$ cat src/rtl/seq_magnitude_comparator.sv
// seq_magnitude_comparator
// Multi-cycle magnitude comparator. Two WIDTH-bit operands are compared one
// SLICE-bit slice per clock, most-significant slice first. The compare is
// unsigned or two's-complement. Operands arrive on a valid/ready handshake and
// the result leaves on one.
//
// Optional feature: define CMP_EARLY_EXIT_EN so COMPARE stops at the first
// differing slice. Without it, all slices are always walked, which gives a
// fixed latency. The results are identical in both builds.
//
// WIDTH must be a positive multiple of SLICE.

module seq_magnitude_comparator #(
    parameter int WIDTH = 32,
    parameter int SLICE = 4
) (
    input  logic             clk,
    input  logic             rst_n,
    input  logic             start_valid,
    output logic             start_ready,
    input  logic [WIDTH-1:0] a,
    input  logic [WIDTH-1:0] b,
    input  logic             signed_mode,
    output logic             res_valid,
    input  logic             res_ready,
    output logic             eq,
    output logic             gt,
    output logic             lt,
    output logic             busy
);

    localparam int N  = WIDTH / SLICE;
    localparam int IW = (N > 1) ? $clog2(N) : 1;
    localparam logic [IW-1:0]    TOP_IDX  = IW'(N - 1);
    localparam logic [SLICE-1:0] MSB_MASK = SLICE'(1) << (SLICE - 1);

    typedef enum logic [1:0] {
        IDLE,
        COMPARE,
        DONE
    } state_t;

    state_t           state;
    logic [WIDTH-1:0] a_q;
    logic [WIDTH-1:0] b_q;
    logic             signed_q;
    logic [IW-1:0]    idx;
    logic             decided;
`ifndef CMP_EARLY_EXIT_EN
    logic             dec_gt;
    logic             dec_lt;
`endif

    logic [SLICE-1:0] sl_a;
    logic [SLICE-1:0] sl_b;
    logic             sl_gt;
    logic             sl_lt;
    logic             last_slice;

    assign start_ready = (state == IDLE);
    assign busy        = (state != IDLE);

    // Select the current slice of both operands. In signed mode the top slice has its sign bit flipped, which turns the signed order into an unsigned one.
    always_comb begin
        sl_a = '0;
        sl_b = '0;
        for (int i = 0; i < N; i++) begin
            if (idx == IW'(i)) begin
                sl_a = a_q[i*SLICE +: SLICE];
                sl_b = b_q[i*SLICE +: SLICE];
            end
        end
        if (signed_q && (idx == TOP_IDX)) begin
            sl_a = sl_a ^ MSB_MASK;
            sl_b = sl_b ^ MSB_MASK;
        end
        sl_gt      = (sl_a > sl_b);
        sl_lt      = (sl_a < sl_b);
        last_slice = (idx == '0);
    end

    // Control FSM with registered result outputs. The outputs stay cleared unless DONE is presenting a result.
    always_ff @(posedge clk) begin
        if (!rst_n) begin
            state     <= IDLE;
            a_q       <= '0;
            b_q       <= '0;
            signed_q  <= 1'b0;
            idx       <= '0;
            decided   <= 1'b0;
`ifndef CMP_EARLY_EXIT_EN
            dec_gt    <= 1'b0;
            dec_lt    <= 1'b0;
`endif
            res_valid <= 1'b0;
            eq        <= 1'b0;
            gt        <= 1'b0;
            lt        <= 1'b0;
        end else begin
            case (state)
                IDLE: begin
                    if (start_valid) begin
                        a_q      <= a;
                        b_q      <= b;
                        signed_q <= signed_mode;
                        idx      <= TOP_IDX;
                        decided  <= 1'b0;
`ifndef CMP_EARLY_EXIT_EN
                        dec_gt   <= 1'b0;
                        dec_lt   <= 1'b0;
`endif
                        state    <= COMPARE;
                    end
                end

                COMPARE: begin
`ifdef CMP_EARLY_EXIT_EN
                    if (!decided && (sl_gt || sl_lt)) begin
                        decided   <= 1'b1;
                        gt        <= sl_gt;
                        lt        <= sl_lt;
                        res_valid <= 1'b1;
                        state     <= DONE;
                    end else if (last_slice) begin
                        eq        <= 1'b1;
                        res_valid <= 1'b1;
                        state     <= DONE;
                    end else begin
                        idx <= idx - IW'(1);
                    end
`else
                    if (!decided && (sl_gt || sl_lt)) begin
                        decided <= 1'b1;
                        dec_gt  <= sl_gt;
                        dec_lt  <= sl_lt;
                    end
                    if (last_slice) begin
                        res_valid <= 1'b1;
                        state     <= DONE;
                        if (decided) begin
                            gt <= dec_gt;
                            lt <= dec_lt;
                        end else if (sl_gt || sl_lt) begin
                            gt <= sl_gt;
                            lt <= sl_lt;
                        end else begin
                            eq <= 1'b1;
                        end
                    end else begin
                        idx <= idx - IW'(1);
                    end
`endif
                end

                DONE: begin
                    if (res_ready) begin
                        res_valid <= 1'b0;
                        eq        <= 1'b0;
                        gt        <= 1'b0;
                        lt        <= 1'b0;
                        state     <= IDLE;
                    end
                end

                default: begin
                    res_valid <= 1'b0;
                    eq        <= 1'b0;
                    gt        <= 1'b0;
                    lt        <= 1'b0;
                    state     <= IDLE;
                end
            endcase
        end
    end

endmodule

$ cat config.mk
export PLATFORM = sky130hd
export DESIGN_NAME = seq_magnitude_comparator
export DESIGN_NICKNAME = d
export VERILOG_FILES = /design/src/rtl/seq_magnitude_comparator.sv
export SDC_FILE = /design/constraint.sdc
export NUM_CORES = 1
export LEC_CHECK = 0
export ABC_CLOCK_PERIOD_IN_PS = 3600
export CELL_PAD_IN_SITES_DETAIL_PLACEMENT = 0
export CELL_PAD_IN_SITES_GLOBAL_PLACEMENT = 2
export CORE_MARGIN = 2
export CORE_UTILIZATION = 28
export DETAILED_ROUTE_END_ITERATION = 16
export GPL_TIMING_DRIVEN = 1
export PLACE_DENSITY_LB_ADDON = 0.1
export SETUP_SLACK_MARGIN = 0.4
export SLEW_MARGIN = 10
export SYNTH_ARGS = -nofsm -noshare
export SYNTH_HDL_FRONTEND = slang
export SYNTH_SLANG_ARGS = --single-unit
$ cat constraint.sdc
create_clock -name clk -period 3.6 [get_ports clk]
set_clock_uncertainty 0.05 [all_clocks]
set_input_delay 0.36 -clock clk [delete_from_list [all_inputs] [get_ports clk]]
set_output_delay 0.36 -clock clk [all_outputs]
set_load 0.005 [all_outputs]
Word-level counts from Yosys, hierarchy flattened
Index checks and enable logic that the tools add are counted.
{"block": "totals", "in_bits": 69, "regBits": 77, "elab_cells": 97, "out_inout_bits": 6}
{"block": "classes", "eq_ne": 17, "muxes": 47, "reduce_logical": 15, "bitwise": 3, "n_addsub": 1, "order_cmp": 2}
{"op": "4-bit two-way mux", "n": 18}
{"op": "1-bit two-way mux", "n": 15}
{"op": "2-bit != test, second input constant", "n": 7}
{"op": "3-bit == test, second input constant", "n": 4}
{"op": "1-bit one-hot mux with 3 select lines", "n": 4}
{"op": "3-bit AND reduction", "n": 4}
{"op": "3-bit by 2-bit == test with 1-bit output, second input constant", "n": 2}
{"op": "2-bit two-way mux", "n": 3}
{"op": "3-bit two-way mux", "n": 2}
{"op": "1-bit one-hot mux with 2 select lines", "n": 3}
{"op": "2-bit one-hot mux with 3 select lines", "n": 1}
{"op": "3-bit one-hot mux with 2 select lines", "n": 1}
{"op": "5-bit AND reduction", "n": 1}
{"op": "4-bit > comparator", "n": 1}
{"op": "4-bit less-than comparator", "n": 1}
{"op": "4-bit AND reduction", "n": 1}
{"op": "2-bit nonzero test", "n": 2}
{"op": "3-bit by 1-bit == test with 1-bit output, second input constant", "n": 1}
{"op": "3-bit zero test", "n": 1}
{"op": "3-bit != test, second input constant", "n": 1}
{"op": "1-bit inverter", "n": 3}
{"op": "3-bit by 1-bit subtractor with 3-bit output, second input constant", "n": 1}
{"op": "2-bit by 1-bit == test with 1-bit output, second input constant", "n": 1}
{"op": "2-bit == test, second input constant", "n": 1}
{"op": "other kinds (5)", "n": 6}

Longest topological paths before layout
Gate-level depths: netlist of run 1.
{"block": "logic_depth", "word_depth": 17, "mapped_depth": 13, "ltp_nobuf": 11}

Worst setup path before layout of run 1
OpenSTA, ideal clock, no wires.
{"block": "synth_path", "path_kind": "register to register", "startpoint": "reg idx[0]", "endpoint": "reg lt", "synth_period_minus_slack_ns": 2.625, "setup_ns": 0.134, "setup_slack_ns": 0.975, "required_time_ns": 3.416, "arrival_ns": 2.440, "path_buffers": 1, "path_stages_with_launch": 13, "cell_sequence": "dfxtp_1 > inv_1 > ha_1 > clkbuf_1 > a21oi_1 > o21ai_0 > a221oi_1 > a21oi_1 > ha_1 > nand4_1 > or3_1 > a211oi_1 > nor4_1"}
{"block": "synth_between", "elab_chain_cells": 16, "elab_cells_between_ends": 39, "classes_between": "2 x order compare; 9 x eq/ne; 22 x mux; 2 x bitwise; 4 x reduce/logical"}
{"element": "from (decl)", "line": "47", "source": "logic [IW-1:0] idx;"}
{"element": "from (signal assigned)", "line": "150", "source": "idx <= idx - IW'(1);"}
{"element": "3-bit zero test", "line": "68, 79"}
{"element": "4-bit two-way mux (8 in a row)", "line": "68", "source": "if (idx == IW'(i)) begin"}
{"element": "1-bit inverter (no line)"}
{"element": "4-bit two-way mux", "line": "73", "source": "if (signed_q && (idx == TOP_IDX)) begin"}
{"element": "4-bit less-than comparator", "line": "78", "source": "sl_lt = (sl_a < sl_b);"}
{"element": "1-bit two-way mux", "line": "143", "source": "end else if (sl_gt || sl_lt) begin"}
{"element": "1-bit two-way mux", "line": "140", "source": "if (decided) begin"}
{"element": "1-bit two-way mux", "line": "137", "source": "if (last_slice) begin"}
{"element": "1-bit one-hot mux with 3 select lines", "line": "100", "source": "case (state)"}
{"element": "to (signal assigned)", "line": "142", "source": "lt <= dec_lt;"}
{"element": "to (signal assigned)", "line": "145", "source": "lt <= sl_lt;"}
{"element": "to (decl)", "line": "28", "source": "output logic lt,"}
Several ways; a longest one is shown, not always the timed one. The select of a mux whose other input is x is not followed.
A chain may end at the register's enable or synchronous reset.

Final worst setup path of run 1
{"block": "layout_path", "startpoint": "reg idx[1]", "endpoint": "reg lt"}
Same word-level chain as after synthesis.

==> results of run 1 <==
[kinds of logic (layout without fill, tap and decap cells)]
| kind of cell | after synthesis | after routing | synth area share |
|---|---|---|---|
| xor gates and xnor gates | 2 | 2 | 0.00482 |
| DFF | 77 | 77 | 0.424 |
| adders and majority gates | 9 | 9 | 0.0310 |
| buffers and inverters | 53 | 115 | 0.0678 |
| AOI/OAI and AO/OA | 144 | 144 | 0.225 |
| muxes | 3 | 3 | 0.00826 |
| and+or+nand+nor | 209 | 209 | 0.240 |
[power by group through the flow]
stage / Clock, uW / Sequential (uW) / Combinational (uW)
after global routing: 951 / 997 / 733
final: 878 / 986 / 647
after detailed placement: 0 / 1000 / 640
after CTS: 911 / 986 / 644
after floorplan: 0 / 977 / 440
after global placement: 0 / 1000 / 637
[Yosys cell counts, types with 2 or more instances]
master,number
buf_1,2
a22oi_1,6
o21a_1,3
a221oi_1,2
a21o_1,2
and3_1,3
nand2_1,163
a31oi_1,3
nor2b_1,9
nor3_1,3
dfxtp_1,77
buf_4,2
o21ai_0,14
clkbuf_1,16
nand2b_1,3
a211oi_1,2
nor4_1,2
a21oi_1,96
inv_1,16
o22ai_1,2
a2bb2oi_1,2
mux2i_1,3
nor2_1,14
o211ai_1,8
buf_6,3
nor3b_1,2
ha_1,9
buf_2,14
[metrics by stage]
stage	cell area, um2	instances	util
floorplan	3640	497	-
global placement	4490	715	0.354
detailed placement	4490	715	0.354
CTS	4780	731	0.377
global route	4810	731	0.379
finish	4810	731	0.379
[worst max-delay path, cell delays in order (launching register included)]
cell	delay, ps
dfxtp_1	390
inv_1	140
ha_1	210
buf_4	190
nor2b_1	260
a21oi_1	110
nor2_1	130
o22ai_1	120
ha_1	350
nand4_1	250
or3_1	390
a211oi_1	220
nor4_1	80
[final cells by class]
cell class                 instances  area (um2)
tap                              172         215
clock buffer                      16         292
timing repair buffer              83         821
multi-input combinational        367        1880
inverter                          16        60.1
fill                            1397        7860
sequential                        77        1540
[routing by layer]
metal	vias up	track usage	wire length, um
met4	0	0.0429	87
met5	-	0	0
li1	1775	-	-
met2	55	0.261	5070
met3	9	0.0499	404
met1	1566	0.201	4960
[flip-flops by register name, indices dropped and copies added (netlist names)]
register,cells
eq,1
decided,1
gt,1
dec_lt,1
idx,3
signed_q,1
lt,1
res_valid,1
b_q,32
dec_gt,1
a_q,32
state,2
[what timing repair did]
action                                  4_1_cts  5_1_grt
endpoints found under the setup margin        0        5
gates resized for setup                       0        5
setup buffers                                 0        0
[worst paths after layout]
check | start | endpoint | slack (ps)
worst min register to register | b_q[30] | b_q[30] | 410
worst min-delay path | b_q[30] | b_q[30] | 410
worst max-delay path | idx[1] | lt | 570
worst max register to register | idx[1] | lt | 570
==> results.tsv, run 1 <==
stage	metric	value	unit
status	outcome	finished, final reports clean	
timing	Rel. slew slack	0.366	
drt	WL/cell	14.4	um
power_and_ir_drop	combinational share of power	0.258	
clock_network	CTS tree	yes	
clock_network	H-Tree Depth	3	
global_routing	number of global-route vias before repair	3377	
yosys	Mean Syn Cell Area	7.32	um2
setup_path	Worst Path Class, Setup	reg2reg	
power_and_ir_drop	sw frac	0.301	
setup_path	CP Launch Type	register	
worst_hold_path	worst hold path depth	2	
timing	f_max	330	MHz
yosys	Synth area leader	dfxtp_1	
global_routing	first-pass GRT wire length	17500	um
floorplan	Core Region	12700	um2
floorplan	Initial Utilization	0.287	
timing	Final Setup Violations	0	
timing	unrepaired setup endpoints after global routing	false	
placement	gpl congestion	0.792	
clock_network	CTS Hold Bufs	0	
placement	pre-CTS WS	418	ps
setup_path	CP required	3750	ps
drt	vias per cell	4.66	
timing	period utilisation layout	0.841	
drt	Initial DRC Count	173	
timing	max-slew violation count	0	
drt	final antenna-violating net count	0	
setup_path	WP data arrival	3180	ps
yosys	Mapped Area	3640	um2
power_and_ir_drop	total chip power	2510	uW
clock_network	clk buf depth	2	
timing	Final Worst Setup Slack	572	ps
power_and_ir_drop	Max VDD drop	0.000247	V
yosys	Net Count, Synth	575	
power_and_ir_drop	pwr dens	523	nW/um2
power_and_ir_drop	Psw	757	uW
job	max-cap viol count	0	
clock_network	Clock Latency Late Sink	340	ps
yosys	Synth Flop Type	dfxtp_1	
power_and_ir_drop	Pint	1750	uW
worst_hold_path	HP Class	reg2reg	
yosys	Synth cell types	44	
global_routing	grt total ovfl	0	
setup_path	Worst Path Max Fanout	16	
clock_network	total CTS buffers	9	
yosys	Syn. warnings	0	
floorplan	die boundary width	118	um
timing	slew at the pin closest to its max-slew limit	947	ps
timing	hold slack	406	ps
clock_network	clock-pin slew on the worst setup and hold paths	60	ps
timing	Tmin final	3030	ps
drt	routed via count	3405	
clock_network	total clock sinks	77	
drt	drt drc	0	
floorplan	I/O Pins	75	
setup_path	Crit. End Element	register	
placement	I/O Buffers	74	
yosys	Yosys reg bits	77	
layout	share of cells above drive strength 1	0.0519	
floorplan	standard-cell rows	41	
power_and_ir_drop	Lkg Pwr	0.00177	uW
timing	setup TNS	0	ps
power_and_ir_drop	Clock Power Share	0.350	
floorplan	Die H	118	um
yosys	top cell type's share of synthesized area	0.424	
layout	Area Growth Syn to Fin	32.2	%
floorplan	die area	13900	um2
drt	First-pass DRT Iterations	4	
yosys	largest cells by area after synthesis	dfxtp_1 (42%), nand2_1 (17%), a21oi_1 (13%), ha_1 (3.1%), buf_2 (1.9%)	
timing	Final Hold Viols	0	
global_routing	initial antenna violation count	0	
layout	most frequent cells in the layout	nand2_1 (162), a21oi_1 (96), dfxtp_1 (77)	
layout	nets	632	
power_and_ir_drop	Seq pwr share	0.393	
yosys	ys async rst share	0	
global_routing	Total GRT Usage	0.159	
drt	WL final	10500	um
yosys	cell count after synthesis	497	
placement	DP Wirelength	7580	um
setup_path	R2R depth	12	
global_routing	maximum number of pins on one net before global-route repair	47	
layout	commonest non-fill, non-tap cell in the layout	nand2_1	
yosys	register area share after synthesis	0.424	
yosys	number of synthesized flops with an enable pin	0	
layout	Inserted Diodes	0	
clock_network	clk root buf	clkbuf_16	
Note: power is estimated with default switching activity, not from simulation.
==> run 2: changes to the inputs <==
- ABC_CLOCK_PERIOD_IN_PS: 3600 -> 2460
- CORE_UTILIZATION: 28 -> 26
- clock period: 3.6 -> 2.46 ns (I/O delays scaled with it)
==> run 2 against run 1 <==
  * The flow now finishes with violations (setup timing)
  * Count of clock-buffer cells in the layout is 4 lower
  * Largest power group is now the clock network
  * Clock power is 66% higher
  * Design area is 8.3% higher
  * Combinational power is 90% higher
  * Power is 65% higher
  * Flip-flop and latch count stayed put
  * Wire length is 7.4% higher
  * Maximum frequency is 14% higher
  * Sequential power is 47% higher
==> results.tsv, run 2 (synthesis results as in run 1) <==
stage	metric	value	unit	change
status	outcome	finished, violations left		was finished, final reports clean
status	failing checks	setup timing		
power_and_ir_drop	sw frac	0.300		was 0.301
setup_path	Critical-path top delay cell	dfxtp_4		was dfxtp_1
placement	DP Wirelength	7860	um	was 7580 um
floorplan	standard-cell rows	43		was 41
power_and_ir_drop	Seq pwr share	0.349		was 0.393
layout	share of cells above drive strength 1	0.124		was 0.0519
clock_network	clock-pin slew on the worst setup and hold paths	60	ps	about the same
layout	area of the multi-input gates	2000	um2	was 1880 um2
setup_path	Crit. End Element	register		unchanged
timing	Final Hold Viols	0		unchanged
placement	pre-CTS WS	-338	ps	was 418 ps
setup_path	Worst R2R Setup Slack	-200	ps	was 570 ps
drt	Initial DRC Count	204		was 173
power_and_ir_drop	pwr dens	795	nW/um2	was 523 nW/um2
drt	final antenna-violating net count	0		unchanged
timing	period utilisation layout	1.08		was 0.841
setup_path	RR Endpoint	lt		unchanged
setup_path	WP data arrival	2800	ps	was 3180 ps
placement	gpl congestion	0.837		was 0.792
global_routing	first-pass GRT wire length	18000	um	was 17,500 um
floorplan	die area	14900	um2	was 13,900 um2
drt	WL/cell	14.9	um	was 14.4 um
clock_network	total clock sinks	77		unchanged
floorplan	Core Region	13800	um2	was 12,700 um2
worst_hold_path	min-delay src	b[26]		was b_q[30]
timing	Tmin final	2660	ps	was 3030 ps
global_routing	Total GRT Usage	0.159		about the same
timing	slew at the pin closest to its max-slew limit	813	ps	was 947 ps
setup_path	CP Launch Type	register		unchanged
global_routing	number of global-route vias before repair	3533		was 3,377
worst_hold_path	HP Class	in2reg		was reg2reg
timing	Final Setup Violations	5		was 0
setup_path	Critical Path Max Stage Delay	360	ps	was 390 ps
placement	I/O Buffers	74		unchanged
floorplan	Initial Utilization	0.264		was 0.287
setup_path	crit path cell chain	inv_4 -> ha_4 -> nand2_1 -> o211ai_1 -> and3_1 -> o22ai_2 -> ha_1 -> a21oi_2 -> o211a_4 -> a2111oi_1 -> nor4_1		was inv_1 -> ha_1 -> buf_4 -> nor2b_1 -> a21oi_1 -> nor2_1 -> o22ai_1 -> ha_1 -> nand4_1 -> or3_1 -> a211oi_1 -> nor4_1
power_and_ir_drop	Clock Power Share	0.353		was 0.350
floorplan	die boundary width	122	um	was 118 um
timing	Final Worst Setup Slack	-198	ps	was 572 ps
drt	vias per cell	4.70		was 4.66
job	max-cap viol count	0		unchanged
timing	max-slew violation count	0		unchanged
layout	Post-Route Utilization	0.378		was 0.379
clock_network	clk buf depth	2		unchanged
layout	Seq. cell area	1550	um2	was 1540 um2
clock_network	total CTS buffers	9		unchanged
power_and_ir_drop	Max VDD drop	0.000405	V	was 0.000247 V
floorplan	I/O Pins	75		unchanged
global_routing	grt total ovfl	0		unchanged
layout	Inserted Diodes	0		unchanged
layout	most frequent cells in the layout	nand2_1 (162), a21oi_1 (93), dfxtp_1 (75)		was nand2_1 (162), a21oi_1 (96), dfxtp_1 (77)
layout	commonest non-fill, non-tap cell in the layout	nand2_1		unchanged
setup_path	worst r2r src	idx[1]		unchanged
timing	Rel. slew slack	0.458		was 0.366
setup_path	Worst Path Max Fanout	10		was 16
floorplan	Die H	122	um	was 118 um
drt	WL final	11300	um	was 10,500 um
global_routing	initial antenna violation count	0		unchanged
timing	f_max	376	MHz	was 330 MHz
worst_hold_path	worst hold path depth	3		was 2
power_and_ir_drop	Lkg Pwr	0.00192	uW	was 0.00177 uW
layout	Layout fillers	1519		was 1,397
setup_path	Worst Path Class, Setup	reg2reg		unchanged
layout	Area Growth Syn to Fin	43.1	%	was 32.2%
power_and_ir_drop	combinational share of power	0.298		was 0.258
worst_hold_path	worst hold endpoint	b_q[26]		was b_q[30]
drt	routed via count	3566		was 3,405
layout	largest registers	a_q x32, b_q x32, idx x3		unchanged
clock_network	clk root buf	clkbuf_16		unchanged
layout	nets	652		was 632
power_and_ir_drop	Pint	2900	uW	was 1750 uW
clock_network	H-Tree Depth	3		unchanged
clock_network	Clock Latency Late Sink	340	ps	about the same
clock_network	CTS tree	yes		unchanged
timing	unrepaired setup endpoints after global routing	true		was false
setup_path	R2R depth	11		was 12
drt	drt drc	0		unchanged
power_and_ir_drop	Psw	1240	uW	was 757 uW
global_routing	maximum number of pins on one net before global-route repair	43		was 47
drt	First-pass DRT Iterations	4		unchanged
setup_path	CP required	2600	ps	was 3750 ps
run 2: worst max-delay path, delay by kind of cell, from the launching register on:
kind            cells  cell delay [ps]
compound gates      5             1040
fa+ha+maj           2              580
simple gates        3              380
flops               1              360
buf+inv             1               80
run 2: metrics by stage:
step / total power (uW) / TNS [ps] / hold slack, ps / std cells / area [um2]
after floorplan: 2150 / -2.31 / 332 / 497 / 3780
after global placement: 2560 / -584 / 397 / 736 / 4700
after detailed placement: 2560 / -981 / 401 / 736 / 4700
after CTS: 4130 / -523 / 382 / 759 / 5150
after global routing: 4380 / -1450 / 391 / 759 / 5200
final: 4140 / -600 / 392 / 759 / 5200
run 2: worst max-delay path by stage:
stage	start	to	slack, ps
after global routing	idx[0]	lt	-340
after global placement	idx[0]	lt	-210
after detailed placement	idx[0]	lt	-340
final	idx[1]	lt	-200
after CTS	idx[1]	lt	-190
after floorplan	idx[0]	lt	-2
run 2: area by class of cell:
class,instances,share of cell area
Timing Repair Buffer,103,0.200
Clock buffer,12,0.0493
Clock inverter,4,0.0135
Tap cell,180,0.0433
Inverter,16,0.0125
Multi-Input combinational cell,367,0.384
Sequential cell,77,0.298
run 2: timing repair:
item,in CTS,in global routing
resized for setup,15,8
setup buffers,7,0
hold buffers,0,0
endpoints found under the setup margin,6,6
pin swaps,6,2
run 2: power groups by stage:
stage / Sequential [uW] / Combinational [uW] / Clock [uW]
2_1_floorplan: 1440 / 716 / 0
3_3_place_gp: 1470 / 1090 / 0
3_5_place_dp: 1470 / 1090 / 0
4_1_cts: 1450 / 1180 / 1500
5_1_grt: 1460 / 1370 / 1550
6_report: 1450 / 1230 / 1460
run 2: layer usage:
metal / GRT usage / vias to the layer above / routed length, um
met2: 0.251 / 65 / 5280
met4: 0.0532 / 0 / 181
met3: 0.0474 / 13 / 516
li1: - / 1822 / -
met1: 0.206 / 1666 / 5330
met5: 0 / - / 0
==> run 3: changes to the inputs <==
- ABC_CLOCK_PERIOD_IN_PS: 2460 -> 2500
- CORE_UTILIZATION: 26 -> 28
- clock period: 2.46 -> 2.5 ns (I/O delays scaled with it)
==> run 3 against run 2 <==
  * The flow still finishes with violations (setup timing)
  * Critical path depth rose by 1
  * Via count is 0.28% lower
  * Sequential share of layout area shrank 0.66 points
  * Die area decreased by 6.9%
  * Non-clock buffer count is 10 higher
  * Cell count increased by 0.26%
  * Count of clock-buffer cells in the layout stayed put
  * Largest cell class unchanged
==> results.tsv, run 3 (synthesis results as in run 1) <==
stage	metric	value	unit	change
status	outcome	finished, violations left		unchanged
status	failing checks	setup timing		unchanged
global_routing	initial antenna violation count	0		unchanged
setup_path	CP required	2650	ps	was 2600 ps
setup_path	Critical Path Max Stage Delay	420	ps	was 360 ps
global_routing	maximum number of pins on one net before global-route repair	40		was 43
timing	Rel. slew slack	0.530		was 0.458
global_routing	first-pass GRT wire length	17900	um	was 18,000 um
clock_network	clk root buf	clkbuf_16		unchanged
clock_network	CTS tree	yes		unchanged
power_and_ir_drop	Lkg Pwr	0.00197	uW	was 0.00192 uW
layout	nets	662		was 652
layout	largest registers	a_q x32, b_q x32, idx x3		unchanged
clock_network	clock-pin slew on the worst setup and hold paths	60	ps	about the same
clock_network	Clock Latency Late Sink	340	ps	about the same
drt	vias per cell	4.67		was 4.70
layout	area of the multi-input gates	2030	um2	was 2000 um2
floorplan	Core Region	12700	um2	was 13,800 um2
worst_hold_path	worst hold path depth	3		unchanged
setup_path	Crit. End Element	register		unchanged
clock_network	clk buf depth	2		unchanged
placement	gpl congestion	0.794		was 0.837
timing	Tmin final	2730	ps	was 2660 ps
layout	Area Growth Syn to Fin	46.4	%	was 43.1%
setup_path	CP Launch Type	register		unchanged
floorplan	die boundary width	118	um	was 122 um
clock_network	total clock sinks	77		unchanged
drt	highest routed layer	met4		unchanged
drt	WL/cell	14.4	um	was 14.9 um
layout	most frequent cells in the layout	nand2_1 (159), a21oi_1 (93), dfxtp_1 (75)		was nand2_1 (162), a21oi_1 (93), dfxtp_1 (75)
clock_network	CTS Hold Bufs	0		unchanged
setup_path	crit path cell chain	inv_6 -> ha_4 -> buf_12 -> nor2b_4 -> a21oi_1 -> nor2_1 -> o22ai_2 -> ha_1 -> nand4_1 -> or3_1 -> a211oi_2 -> nor4_2		was inv_4 -> ha_4 -> nand2_1 -> o211ai_1 -> and3_1 -> o22ai_2 -> ha_1 -> a21oi_2 -> o211a_4 -> a2111oi_1 -> nor4_1
layout	Seq. cell area	1550	um2	unchanged
drt	routed via count	3556		was 3,566
power_and_ir_drop	Max VDD drop	0.000304	V	was 0.000405 V
drt	met3 wire len	404	um	was 516 um
setup_path	Worst Path Max Fanout	13		was 10
global_routing	grt total ovfl	0		unchanged
floorplan	standard-cell rows	41		was 43
timing	Final Hold Viols	0		unchanged
timing	max-slew violation count	0		unchanged
timing	unrepaired setup endpoints after global routing	true		unchanged
drt	First-pass DRT Iterations	4		unchanged
timing	f_max	366	MHz	was 376 MHz
placement	Placed Area	4690	um2	was 4700 um2
timing	hold slack	401	ps	was 392 ps
worst_hold_path	HP Class	in2reg		unchanged
layout	commonest non-fill, non-tap cell in the layout	nand2_1		unchanged
layout	share of cells above drive strength 1	0.154		was 0.124
drt	WL final	10900	um	was 11,300 um
global_routing	Total GRT Usage	0.162		was 0.159
setup_path	WP data arrival	2880	ps	was 2800 ps
timing	Final Worst Setup Slack	-232	ps	was -198 ps
floorplan	Die H	118	um	was 122 um
timing	Final Setup Violations	6		was 5
power_and_ir_drop	pwr dens	782	nW/um2	was 795 nW/um2
setup_path	Worst Path Class, Setup	reg2reg		unchanged
clock_network	H-Tree Depth	3		unchanged
setup_path	Critical-path top delay cell	or3_1		was dfxtp_4
placement	DP Wirelength	7600	um	was 7860 um
drt	final antenna-violating net count	0		unchanged
timing	period utilisation layout	1.09		was 1.08
timing	setup TNS	-723	ps	was -600 ps
placement	I/O Buffers	74		unchanged
drt	Routed met2 length	5140	um	was 5280 um
layout	Inserted Diodes	0		unchanged
floorplan	die area	13900	um2	was 14,900 um2
floorplan	Initial Utilization	0.287		was 0.264
layout	Final Non-Filler Cells	761		was 759
floorplan	I/O Pins	75		unchanged
global_routing	number of global-route vias before repair	3497		was 3,533
drt	Initial DRC Count	155		was 204
job	max-cap viol count	0		unchanged
layout	final instance area	5320	um2	was 5200 um2
layout	Post-Route Utilization	0.420		was 0.378
drt	Metal-1 WL	5160	um	was 5330 um
setup_path	R2R depth	12		was 11
layout	Layout fillers	1321		was 1,519
drt	drt drc	0		unchanged
placement	Cells after DPL	728		was 736
clock_network	total CTS buffers	9		unchanged
timing	slew at the pin closest to its max-slew limit	703	ps	was 813 ps
[run 3: cell count changes in the layout (fill, tap and decap cells not counted), sizes merged]
cell      previous run  this run
clkinvlp             0         2
buf                 29        39
bufinv               2         1
clkinv               2         1
[run 3: worst max-delay path: cells and delay by family, from the launching register on]
kind	cells	cell delay (ps)
AOI/OAI and AO/OA	3	450
adders and majority gates	2	520
buffers and inverters	2	190
DFF	1	390
and+or+nand+nor	5	990
[run 3: final timing paths]
| path | from | endpoint | slack, ps |
|---|---|---|---|
| max reg2reg | idx[1] | lt | -230 |
| min reg2reg | b_q[0] | b_q[0] | 400 |
| min | a[12] | a_q[12] | 400 |
| max | idx[1] | lt | -230 |
[run 3: per-layer routing]
metal	vias to the layer above	global-route usage
met2	58	0.259
met1	1637	0.211
met3	14	0.0325
li1	1847	-
met4	0	0.0700
met5	-	0
[run 3: repair_timing]
item | in CTS | in global routing
buffers inserted | 13 | 4
endpoints found under the setup margin | 6 | 6
hold endpoints to repair | 0 | 0
pin swaps | 4 | 19
resized for setup | 23 | 19
[run 3: through the flow]
step	setup slack [ps]	total power [uW]
after global placement	-160	2520
after detailed placement	-235	2520
final	-232	4160
after global routing	-371	4400
after floorplan	37.7	2120
after CTS	-107	4090
[run 3: layout make-up]
cell class,count,area share
multi-input cells,367,0.382
flip-flops and latches,77,0.291
repair buffers,113,0.213
clock buffers,12,0.0503
well taps,172,0.0404
inverters,16,0.0127
clock inverters,4,0.0101
[run 3: power by group]
group | internal, uW | switching (uW)
logic | 688 | 668
clock network | 863 | 517
registers | 1340 | 88.0
==> patch: new RTL, config.mk and constraints of run 3 <==
Change the parameter `SLICE` from 4 to 16.
--- a/src/rtl/seq_magnitude_comparator.sv
+++ b/src/rtl/seq_magnitude_comparator.sv
@@ -12,7 +12,7 @@
 
 module seq_magnitude_comparator #(
     parameter int WIDTH = 32,
-    parameter int SLICE = 4
+    parameter int SLICE = 16
 ) (
     input  logic             clk,
     input  logic             rst_n,
Behaviour: not the same (Yosys sat finds a counterexample within 4 cycles, from zero or initial values and one cycle with rst_n low).
==> patch against run 3 <==
Design area shrank 2.9%; sequential cell count shrank 2; routed wire length shrank 16%; total power shrank 21%; area after synthesis shrank 0.79%; worst setup slack gained 0.35 ns; global-route usage shrank 2.1 points; clock power shrank 14%; critical endpoint unchanged; largest cell class unchanged; largest power group unchanged; highest routed layer unchanged.
==> patch: results (changes against run 3) <==
status=finished clean; Post-Synth XOR/XNOR Area=0.486% (+0.0038 points); Max Fanout on Critical Path=6 (-7); gr usage total=14.1% (-2.1 points); list of most frequent post-synthesis cells=nand2_1 (139), dfxtp_1 (75), a21boi_0 (52); slowest CP cell=dfxtp_4; multiplexer share of the synthesized area=9.43% (+8.6 points); Largest stage delay, worst path=0.39 ns (-0.03 ns); clock transition at the registers of the reported paths=0.05 ns; Synth Area in Adders=5.55% (+2.5 points); largest net degree at the start of global routing=67 (+68%); sequential element share of the synthesized area=41.6% (-0.77 points); reg2reg start=idx; post-synth cell types=40 (-9.1%); Largest delay share family, worst path=compound AO/OA/AOI/OAI gates; top post-synthesis cells by area=dfxtp_1 (42%), nand2_1 (14%), a21boi_0 (11%), ha_1 (5.5%), mux2_2 (5.0%); TritonRoute pass-1 iters=4 (unchanged); CTS Buf Count=9 (unchanged); first-pass GRT wire length=15.2 mm (-15%); Synth Warn #=0 (unchanged); initial DRC count=118 (-24%); Setup Buffers After CTS=8 (-5); post-synthesis compound-gate area fraction=18.7% (-3.8 points); GP Congestion=0.807 (+1.5%); syn nets=503 (-13%); vias after detailed routing=3017 (-15%); # resized after CTS=9 (-61%); CTS root buf=clkbuf_16; vias in the first global route=3055 (-13%); Routed wire per std cell=13.7 um (-4.7%); Top Registers=a_q (32), b_q (32), state (2); antenna violations before repair=0 (unchanged); Pleak=0.00190 uW (-3.6%); VDD IR-drop max=0.343 mV (+13%); Worst-Margin Slew=0.497 ns (-0.207 ns); Post-DP Area=4710 um^2 (+0.40%); Worst Hold Class=in2reg; clock latency on the worst-skew pair=0.33 ns; fill cell count=1349 (+2.1%); r2r setup slk=0.12 ns (+0.35 ns); nets=581 (-12%); antenna fix cells=0 (unchanged); clock buffer depth=2 (unchanged); Arr. time, crit path=2.55 ns (-0.33 ns); cells on worst reg2reg path=9 (-3); share of cells above drive strength 1=15.0% (-0.48 points); half-perimeter wire length after placement=6.65 mm (-13%)
==> patch: changes by cell type after synthesis, sizes merged, moves of 10 or more <==
cell | before | now
a21oi | 96 | 11
a21boi | 0 | 67
nand2 | 163 | 139
mux2 | 0 | 16
inv | 16 | 3
mux2i | 3 | 16
o21ai | 14 | 4
==> patch: cell type report <==
cell class / count / area, um^2 / area share (%)
well taps: 172 / 215 / 4.17
multi-input cells: 314 / 2190 / 42.3
flip-flops and latches: 75 / 1510 / 29.1
inverters: 3 / 11.3 / 0.218
clock buffers: 14 / 264 / 5.11
clock inverters: 2 / 10.0 / 0.194
repair buffers: 93 / 972 / 18.8
==> patch: worst min path at each step <==
stage / from / end / slack (ns) / cells after the start
floorplan: a[12] / a_q[12] / 0.33 / 2
global placement: b_q[18] / b_q[18] / 0.39 / 2
detailed placement: b_q[22] / b_q[22] / 0.40 / 2
CTS: rst_n / dec_gt / 0.30 / 3
global route: rst_n / dec_gt / 0.32 / 3
finish: rst_n / dec_gt / 0.30 / 3
==> patch: power by group <==
group,switching (uW),leakage [uW],internal (uW),total [uW]
logic,361,0.00115,414,775
registers,56.7,0.000616,1280,1340
clock network,461,0.000137,723,1180
total,879,0.00190,2420,3300
==> patch: per-stage QoR <==
stage | worst slack [ns] | utilization (%) | std cells | total power (uW)
6_report | 0.118 | 40.9 | 673 | 3300
5_1_grt | 0.0391 | 40.9 | 673 | 3490
4_1_cts | 0.154 | 40.6 | 671 | 3330
3_5_place_dp | 0.107 | 37.3 | 646 | 2070
3_3_place_gp | 0.198 | 37.3 | 646 | 2060
2_1_floorplan | 0.263 | - | 418 | 1810
==> patch: per-layer routing <==
metal / wire length, um / GRT usage [%]
met2: 4800 / 25.6
met5: 0 / 0
met1: 3960 / 15.8
met4: 131 / 4.97
met3: 319 / 3.54
